`config.mk`:
```
export PLATFORM = sky130hd
export DESIGN_NAME = pipeline_ctrl
export DESIGN_NICKNAME = d
export VERILOG_FILES = /design/src/rtl/pipeline_ctrl.sv
export SDC_FILE = /design/constraint.sdc
export NUM_CORES = 1
export LEC_CHECK = 0
export ABC_AREA = 1
export CAP_MARGIN = 0
export CORE_ASPECT_RATIO = 0.8
export CORE_UTILIZATION = 27
export DETAILED_ROUTE_END_ITERATION = 7
export PLACE_DENSITY = 0.53
export SYNTH_ARGS = -nofsm -noshare
export SYNTH_HDL_FRONTEND = slang
export SYNTH_SLANG_ARGS = --single-unit
```
`constraint.sdc`:
```
create_clock -name clk -period 2 [get_ports clk]
set_input_delay 0.2 -clock clk [delete_from_list [all_inputs] [get_ports clk]]
set_output_delay 0.2 -clock clk [all_outputs]
set_load 0.02 [all_outputs]
```
`src/rtl/pipeline_ctrl.sv`:
```
// Pipeline hazard/flush/interrupt controller: load-use stall, branch flush, interrupt drain then vector.
// Zero latency: every output is combinational from state and inputs; a hazard stalls PC and IF/ID.
module pipeline_ctrl #(
  parameter int DRAIN_CYCLES = 2,
  parameter int CNT_W        = 16
) (
  input  logic             clk,
  input  logic             rst,
  input  logic             id_valid,
  input  logic [2:0]       id_rs1,
  input  logic [2:0]       id_rs2,
  input  logic             id_uses_rs1,
  input  logic             id_uses_rs2,
  input  logic             ex_mem_read,
  input  logic [2:0]       ex_rd,
  input  logic             branch_taken,
  input  logic             int_req,
  output logic             pc_write,
  output logic             if_id_write,
  output logic             if_id_flush,
  output logic             id_ex_flush,
  output logic [1:0]       pc_sel,
  output logic             int_ack,
  output logic [CNT_W-1:0] stall_cnt
);

  typedef enum logic [1:0] {RUN, INT_DRAIN, INT_VEC} state_t;

  state_t           state_q, state_d;
  logic             int_pend_q, int_pend_d;
  logic [2:0]       drain_cnt_q, drain_cnt_d;
  logic [CNT_W-1:0] stall_cnt_q, stall_cnt_d;
  logic             hazard;

  assign hazard = id_valid & ex_mem_read &
                  ((id_uses_rs1 & (id_rs1 == ex_rd)) | (id_uses_rs2 & (id_rs2 == ex_rd)));
  assign stall_cnt = stall_cnt_q;

  always_comb begin
    state_d     = state_q;
    int_pend_d  = int_pend_q | int_req;
    drain_cnt_d = drain_cnt_q;
    stall_cnt_d = stall_cnt_q;
    pc_write    = 1'b0;
    if_id_write = 1'b0;
    if_id_flush = 1'b1;
    id_ex_flush = 1'b1;
    pc_sel      = 2'b00;
    int_ack     = 1'b0;
    case (state_q)
      RUN: begin
        if (branch_taken) begin
          pc_sel      = 2'b01;
          pc_write    = 1'b1;
          if_id_write = 1'b1;
        end else if (hazard) begin
          if_id_flush = 1'b0;
          if (stall_cnt_q != {CNT_W{1'b1}})
            stall_cnt_d = stall_cnt_q + {{(CNT_W-1){1'b0}}, 1'b1};
        end else begin
          pc_write    = 1'b1;
          if_id_write = 1'b1;
          if_id_flush = 1'b0;
          id_ex_flush = 1'b0;
          if (int_pend_q) begin
            state_d     = INT_DRAIN;
            drain_cnt_d = 3'(DRAIN_CYCLES);
          end
        end
      end
      INT_DRAIN: begin
        if_id_write = 1'b1;
        drain_cnt_d = drain_cnt_q - 3'd1;
        if (drain_cnt_q == 3'd1) state_d = INT_VEC;
      end
      INT_VEC: begin
        pc_sel      = 2'b10;
        pc_write    = 1'b1;
        if_id_write = 1'b1;
        int_ack     = 1'b1;
        state_d     = RUN;
        // A request still high here must be seen again on a later edge to re-arm.
        int_pend_d  = 1'b0;
      end
      default: state_d = RUN;
    endcase
    if (!rst) begin
      pc_write    = 1'b0;
      if_id_write = 1'b0;
      if_id_flush = 1'b1;
      id_ex_flush = 1'b1;
      pc_sel      = 2'b00;
      int_ack     = 1'b0;
    end
  end

  always_ff @(posedge clk or negedge rst) begin
    if (!rst) begin
      state_q     <= RUN;
      int_pend_q  <= 1'b0;
      drain_cnt_q <= 3'd0;
      stall_cnt_q <= '0;
    end else begin
      state_q     <= state_d;
      int_pend_q  <= int_pend_d;
      drain_cnt_q <= drain_cnt_d;
      stall_cnt_q <= stall_cnt_d;
    end
  end

endmodule

```
==> qor.yml <==
outcome: "complete, no violations"
syn-instance-count: 231
final_common_cell: "nand2_1"
grt_pass1_vias: 1372
num_antenna_cells: 0
start_util_pct: 28.6
worst_slew_pin_slew_ps: 336
hold_violations: 0
post-route-util_pct: 39.2
cp_max_fo: 4
clkTransAtPathRegs_ps: 80
crit_path_top_delay_cell: "clkdlybuf4s50_1"
timing.fmax_ghz: 0.542
fp.dieW_um: 88.0
drv_cap: 0
fin_nets: 307
endpoint_kind: "primary output"
fin_cells: 359
pre_cts_ws_ps: -146
required_ps: 1800
p_leak_uw: 0.00113
period_share_pct: 92.3
mostFrequentLayoutCells: "nand2_1, clkdlybuf4s50_1, inv_1"
cp.arrival_ps: 1650
dpl.hpwl_um: 2880
maxSlewHeadroom_pct: 77.4
placementRows: 24
wl_um: 3620
cellPowerDensity_nw_per_um2: 730
cts_max_path_buffers: 2
finClkSkew_ps: 9.39
ys_top_cells_by_area: "dfrtp_1, nand2_1, inv_1, xnor2_1, ha_1"
gp_congestion: 0.792
vias: 1481
num_io_pins: 40
drc: 0
ys_types: 21
cts_setup_buffers: 0
fin_area_um2: 2190
slew_violations: 0
r2r_setup_slack_ps: 300
hold_buffers: 0
grt_max_degree: 22
reg2reg_depth: 9
dpl_cell_area_um2: 2140
setup_violations: 0
drive_above_1_share_pct: 8.90
dr.pass1.iters: 4
synth_fp_nets: 256
yosys_warnings: 0
antenna_found_initial: 0
core_area_um2: 5590
synth-seq-cells: 22
grt_pass1_wl_um: 6350
clock-sinks: 22
die_area_um2: 6230
htreeDepth: 1
vdd_drop_max_mv: 0.366
vias_per_cell: 4.13
slowest_delay_ps: 590
overflow: 0
start_kind: "flip-flop"
drtAntennaViolNets: 0
r2r-start: "stall_cnt[0]$_DFFE_PN0P_"
tns_ps: 0
rsz0062_at_grt: "no"
cts_buffers: 3
synth_largest_area_cell: "dfrtp_1"
portBuffers: 39
die_h_um: 70.8
area_growth_pct: 37.1
worstSetupPathType: "reg2out"
dpl.cell_count: 355
crit_top_cell: "inv_1"
num-fill-cells: 596
holdCritPathClass: "in2async"
grt_use_total_pct: 13.0
wl_per_cell_um: 10.1
ys_seq_area_share_pct: 34.5
synth_top_area_share_pct: 34.5
path_cells: "inv_1 -> ha_1 -> nand2_1 -> inv_1 -> clkdlybuf4s50_1"
clock_latency_ps: 270
syn_area_um2: 1600
drt_iter0_drc: 63
layout_setup_ws_ps: 154
root_buffer: "clkbuf_8"
cts_tree: "done"
syn_avg_cell_area_um2: 6.91
reg2reg_to: "stall_cnt[10]$_DFFE_PN0P_"
fin_crit_ps: 1850
power by group:
part | switching (µW) | total [µW] | internal (µW)
Sequential | 76.5 | 593 | 516
Clock | 152 | 328 | 176
Combinational | 388 | 677 | 288
Total | 617 | 1600 | 980
stage by stage:
| step | total power [µW] | hold WS (ps) |
|---|---|---|
| after floorplan | 1030 | -95.6 |
| after global placement | 1300 | 457 |
| after detailed placement | 1310 | 462 |
| after CTS | 1630 | 315 |
| after global routing | 1750 | 346 |
| final | 1600 | 300 |
repair_timing:
| item | 4_1_cts | 5_1_grt |
|---|---|---|
| endpoints found under the hold margin | 0 | 0 |
| resized for setup | 4 | 5 |
| endpoints found under the setup margin | 4 | 4 |
synth_stat cells:
| library cell | n |
|---|---|
| nand3_4 | 1 |
| nor2_2 | 1 |
| buf_2 | 1 |
| a21oi_1 | 1 |
| nand3b_1 | 1 |
| xnor2_1 | 13 |
| buf_6 | 1 |
| nand4_1 | 7 |
| nor3_1 | 1 |
| buf_12 | 1 |
| nand4_2 | 2 |
| nand2_1 | 96 |
| nor2_4 | 1 |
| inv_1 | 31 |
| nand2_2 | 4 |
| nand3_1 | 13 |
| xor2_1 | 1 |
| nor2_1 | 21 |
| o21ai_0 | 4 |
| ha_1 | 8 |
| dfrtp_1 | 22 |
area by class of cell:
cell class / count / area, µm² / area share (%)
Clock buffer: 4 / 55.1 / 2.51
Sequential cell: 22 / 551 / 25.1
Inverter: 31 / 116 / 5.31
Tap cell: 78 / 97.6 / 4.46
Timing Repair Buffer: 49 / 474 / 21.7
Multi-Input combinational cell: 175 / 896 / 40.9
critical path, delay by kind of cell, from the launching register on:
kind | cells | cell delay, ps
buf+inv | 3 | 760
fa+ha+maj | 1 | 160
flops | 1 | 420
simple gates | 1 | 50
worst max path at each step:
| stage | startpoint | endpoint | cells after the start |
|---|---|---|---|
| floorplan | stall_cnt[0]$_DFFE_PN0P_ | stall_cnt[8]$_DFFE_PN0P_ | 9 |
| global placement | ex_rd[2] | if_id_write | 10 |
| detailed placement | ex_rd[2] | if_id_write | 10 |
| CTS | state_q[0]$_DFFE_PN0P_ | pc_sel[0] | 5 |
| global route | ex_rd[2] | pc_write | 11 |
| finish | state_q[0]$_DFFE_PN0P_ | pc_sel[1] | 5 |
metal layers:
metal	global-route usage, %	vias up	wire (µm)
li1	-	812	-
met1	18.0	652	1890
met2	20.4	13	1600
met3	3.27	4	103
met4	2.73	0	31
met5	0	-	0
registers in the layout (all words and copies together) (netlist names):
register / flops
int_pend_q: 1
stall_cnt: 16
state_q: 2
drain_cnt_q: 3
logic make-up (layout without fill, tap and decap cells):
| logic type | count (synthesis) | after routing | share of synthesized area, % |
|---|---|---|---|
| AOI/OAI and AO/OA | 5 | 5 | 1.57 |
| xor gates and xnor gates | 14 | 14 | 7.68 |
| adders and majority gates | 8 | 8 | 6.27 |
| buffers and inverters | 34 | 84 | 9.56 |
| DFF | 22 | 22 | 34.5 |
| and+or+nand+nor | 148 | 148 | 40.4 |
Power figures use the tool's default switching activity.
==> variant 1, RTL diff (same flow settings) <==
The 3 states of `state_t` get a one-hot encoding in 3 bits.
--- a/src/rtl/pipeline_ctrl.sv
+++ b/src/rtl/pipeline_ctrl.sv
@@ -24,7 +24,7 @@
   output logic [CNT_W-1:0] stall_cnt
 );
 
-  typedef enum logic [1:0] {RUN, INT_DRAIN, INT_VEC} state_t;
+  typedef enum logic [2:0] {RUN = 3'b001, INT_DRAIN = 3'b010, INT_VEC = 3'b100} state_t;
 
   state_t           state_q, state_d;
   logic             int_pend_q, int_pend_d;
Behaviour: no difference found for any inputs over 10 cycles, from zero or initial values and one cycle with rst low; not proved beyond that.
==> variant 1 against the unedited design <==
Design area down 1.5%. Fmax down 3.9%. Worst setup slack worse by 0.076 ns. Die area down 1.8%. Sequential power up 1%. Synthesized area down 1.8%. Wire length down 1.5%. Clock skew up 0.0031 ns. Sequential cell count up 1. Power down 6.2%. Critical endpoint unchanged. Largest cell class unchanged.
==> variant 1: results (changes against the unedited design) <==
sequential area share after synthesis 0.3679 (+0.02309); number of global-route vias before repair 1321 (-3.7%); worst hold path class input port to async pin; Critical Path AT 1.72 ns (+0.07 ns); gpl congestion 0.7842 (-1.0%); synth cell count leaders nand2_1 (97), inv_1 (23), dfrtp_1 (22); Post-DP HPWL 2863 um (-0.70%); Fin Clk Skew 0.01250 ns (+0.003109 ns); ys async rst share 1.000 (unchanged); initial antenna violation count 0 (unchanged); leakage power 1.029 nW (-8.7%); Tot GR Track Use 0.1263 (-0.003480); largest net degree at the start of global routing 17 (-23%); Fillers 604 (+1.3%); maximum VDD drop 0.3068 mV (-16%); synth top area cells dfrtp_1 (35%), nand2_1 (23%), inv_1 (5.5%), xnor2_1 (5.0%), nor2_1 (4.5%); pre-CTS setup slack -0.08493 ns (+0.06086 ns); internal power 933.0 uW (-4.8%); n_diodes 0 (unchanged); syn_nets 240 (-6.3%); Final nets 291 (-5.2%); Worst-path clk slew 0.09 ns; vias per cell 4.155 (+0.72%); post-synthesis cell type count 25 (+19%); Main synth FF type dfrtp_1; share of layout cells above drive strength 1 0.1148 (+0.02585); Slew @ Worst Pin 0.3636 ns (+0.02759 ns); Synth warnings 0 (unchanged); first-pass GRT wire length 6058 um (-4.6%); outcome completed; H-tree depth 1 (unchanged); Total Wirelength 3567 um (-1.5%); 1st-iter DRT viols 63 (unchanged); postcts setup bufs 0 (unchanged); DR pass1 iterations 4 (unchanged)
[variant 1: cell count changes after synthesis, sizes merged, moves of 5 or more]
cell   before  now
xor2        1    6
nand4       9    3
ha          8    3
nor3        1    6
inv        31   25
[variant 1: kinds of logic after synthesis]
logic type,share of synthesized area
simple gates,0.4302
fa+ha+maj,0.02395
xor+xnor,0.08380
compound gates,0.01995
buf+inv,0.07422
flops,0.3679
[variant 1: power by group through the flow]
stage          combinational [mW]  sequential (mW)  clock [mW]
3_3_place_gp                0.616            0.609           0
3_5_place_dp                0.618            0.612           0
6_report                    0.593            0.600       0.305
5_1_grt                     0.671            0.614       0.331
2_1_floorplan               0.359            0.620           0
4_1_cts                     0.600            0.602       0.318
[variant 1: area by class of cell]
class / count / area, sq um / share of cell area
well taps: 78 / 97.59 / 0.04524
multi-input cells: 170 / 874.6 / 0.4055
clock buffers: 3 / 41.29 / 0.01914
inverters: 25 / 93.84 / 0.04350
clock inverters: 1 / 7.507 / 0.003480
flip-flops and latches: 23 / 576.8 / 0.2674
repair buffers: 48 / 465.4 / 0.2158
[variant 1: path summary, 6_finish.rpt]
path                                 from             end  slack (ns)  cells past startpoint
setup / recovery                      rst       pc_sel[1]        0.08                      5
hold / removal                        rst  drain_cnt_q[2]        0.40                      2
setup reg to reg             stall_cnt[0]    stall_cnt[1]        0.29                      9
hold reg to reg            drain_cnt_q[1]  drain_cnt_q[1]        0.49                      2
max in group asynchronous             rst      state_q[0]        1.37                      2
min in group clk           drain_cnt_q[1]  drain_cnt_q[1]        0.49                      2
[variant 1: stage by stage]
step,std cells,hold WS (ns),util,area [sq um]
after floorplan,220,-0.09559,-,1568
after global placement,344,0.4659,0.3825,2113
after detailed placement,344,0.4662,0.3825,2113
after CTS,348,0.3987,0.3902,2156
after global routing,348,0.4145,0.3904,2157
final,348,0.4046,0.3904,2157
[variant 1: per-layer routing]
layer / up-vias / track usage / wire [um]
met1: 644 / 0.1910 / 1982
met3: 4 / 0.02600 / 169
met4: 0 / 0.03279 / 34
met5: - / 0 / 0
met2: 27 / 0.1811 / 1381
li1: 771 / - / -
[variant 1: repair_timing]
item | CTS | global route
cloned | 0 | 0
gates resized for setup | 5 | 1
setup endpoints to repair | 5 | 1
[variant 1: worst max-delay path, stage by stage]
cell and delay (ns):
clkdlybuf4s50_1 0.59, inv_1 0.08, buf_4 0.14, nor2_1 0.10
clkdlybuf4s50_1 0.61
==> variant 2, RTL diff (same settings) <==
Without the edit above. The parameter `CNT_W` goes from 16 to 20.
--- a/src/rtl/pipeline_ctrl.sv
+++ b/src/rtl/pipeline_ctrl.sv
@@ -2,7 +2,7 @@
 // Zero latency: every output is combinational from state and inputs; a hazard stalls PC and IF/ID.
 module pipeline_ctrl #(
   parameter int DRAIN_CYCLES = 2,
-  parameter int CNT_W        = 16
+  parameter int CNT_W        = 20
 ) (
   input  logic             clk,
   input  logic             rst,
Interface: changed (resized stall_cnt); port bits go from 40 to 44. No check against the original RTL was run, so the function may have changed too.
==> variant 2 against the unedited design <==
First-iteration DRC count up 81%. Sequential power up 13%. Design area rose by 17%. Fmax is 1.5% lower. Power rose by 8.0%. Synthesized area rose by 20%. Wire length increased by 23%. Clock skew decreased by 0.0061 ns. Synthesized cell count grew 23%. Count of clock-buffer cells in the layout decreased by 1. Worst setup slack worse by 0.027 ns. Sequential cell count increased by 4. Via count is 22% higher. Critical path type unchanged. Critical endpoint is now if_id_flush.
==> variant 2: results (changes against the unedited design) <==
first-pass GRT wire length 7941 um (+25%); largest net degree at the start of global routing 24 (+9.1%); routed wire length per instance 10.43 um (+3.3%); max reg flops 20 (+4); Fin Clk Skew 0.003329 ns (-0.006060 ns); outcome completed; Worst slew margin 0.7696 (-0.004075); synth top area cells dfrtp_1 (34%), nand2_1 (25%), inv_1 (6.3%), xor2_1 (6.0%), ha_1 (5.9%); leakage power 1.328 nW (+18%); Critical Path AT 1.67 ns (+0.02 ns); placed insts 421 (+19%); 1st-iter DRT viols 114 (+81%); hold_ws 0.3555 ns (+0.05585 ns); synth cell count leaders nand2_1 (129), inv_1 (32), dfrtp_1 (26); reg2reg path depth 11 (+2); Crit Path Max Fanout 5 (+1); I/O Buffers 43 (+10%); Post-DP HPWL 3521 um (+22%); share of layout cells above drive strength 1 0.08850 (-0.0004724); n_diodes 0 (unchanged); sequential area share after synthesis 0.3405 (-0.004291); Final nets 367 (+20%); worst skew pair latency 0.27 ns (about the same); Tot GR Track Use 0.1355 (+0.005762); syn_area_per_cell 6.751 sq um (-2.3%); number of global-route vias before repair 1714 (+25%); gpl congestion 0.8354 (+5.4%); DR pass1 iterations 5 (+1); Layout Cells excl Fill 426 (+19%); maximum VDD drop 0.2201 mV (-40%); syn_nets 309 (+21%)
-- variant 2: worst max path at each step --
stage | from | end | slack, ns | depth (start not counted)
after floorplan | stall_cnt[0] | stall_cnt[16] | 0.27 | 11
after global placement | ex_rd[1] | if_id_write | -0.09 | 10
after detailed placement | ex_rd[0] | if_id_write | -0.12 | 10
after CTS | state_q[0] | int_ack | 0.03 | 5
after global routing | state_q[1] | id_ex_flush | 0.01 | 7
final | state_q[1] | if_id_flush | 0.13 | 7
-- variant 2: critical path: stages, from the launching register on --
cell,delay (ns)
dfrtp_1,0.44
inv_1,0.11
ha_1,0.20
nand2_1,0.09
inv_1,0.06
buf_4,0.13
nand2_1,0.04
dlygate4sd2_1,0.33
-- variant 2: kinds of logic after synthesis --
logic type               share of synthesized area
adder cells (fa/ha/maj)                    0.05894
buffers and inverters                      0.08841
AND/OR/NAND/NOR                             0.4381
AO/OA/AOI/OAI                             0.005234
XOR/XNOR                                   0.06876
flip-flops                                  0.3405
-- variant 2: what timing repair did --
action | in CTS | in global routing
gates resized for setup | 5 | 4
setup endpoints to repair | 5 | 5
buffers inserted | 0 | 2
-- variant 2: layer usage --
layer / track usage / wire, um / vias to the layer above
li1: - / - / 978
met1: 0.2036 / 2439 / 796
met2: 0.1943 / 1786 / 33
met3: 0.02579 / 174 / 5
met4: 0.03582 / 42 / 0
met5: 0 / 0 / -
-- variant 2: where the power goes --
group / internal (mW) / switching [mW]
registers: 0.599 / 0.0740
logic: 0.334 / 0.417
clock network: 0.135 / 0.166
-- variant 2: final cells by class --
type	instances	area (sq um)
well taps	87	108.9
fillers	737	4288
flip-flops and latches	26	650.6
inverters	33	123.9
multi-input cells	220	1091
clock buffers	3	41.29
repair buffers	57	554.3
-- variant 2: through the flow --
| step | total power [mW] | cell area (sq um) | setup slack [ns] |
|---|---|---|---|
| 2_1_floorplan | 1.135 | 1911 | 0.2700 |
| 3_3_place_gp | 1.432 | 2520 | -0.08772 |
| 3_5_place_dp | 1.440 | 2520 | -0.1167 |
| 4_1_cts | 1.724 | 2555 | 0.03074 |
| 5_1_grt | 1.869 | 2570 | 0.01166 |
| 6_report | 1.726 | 2570 | 0.1263 |
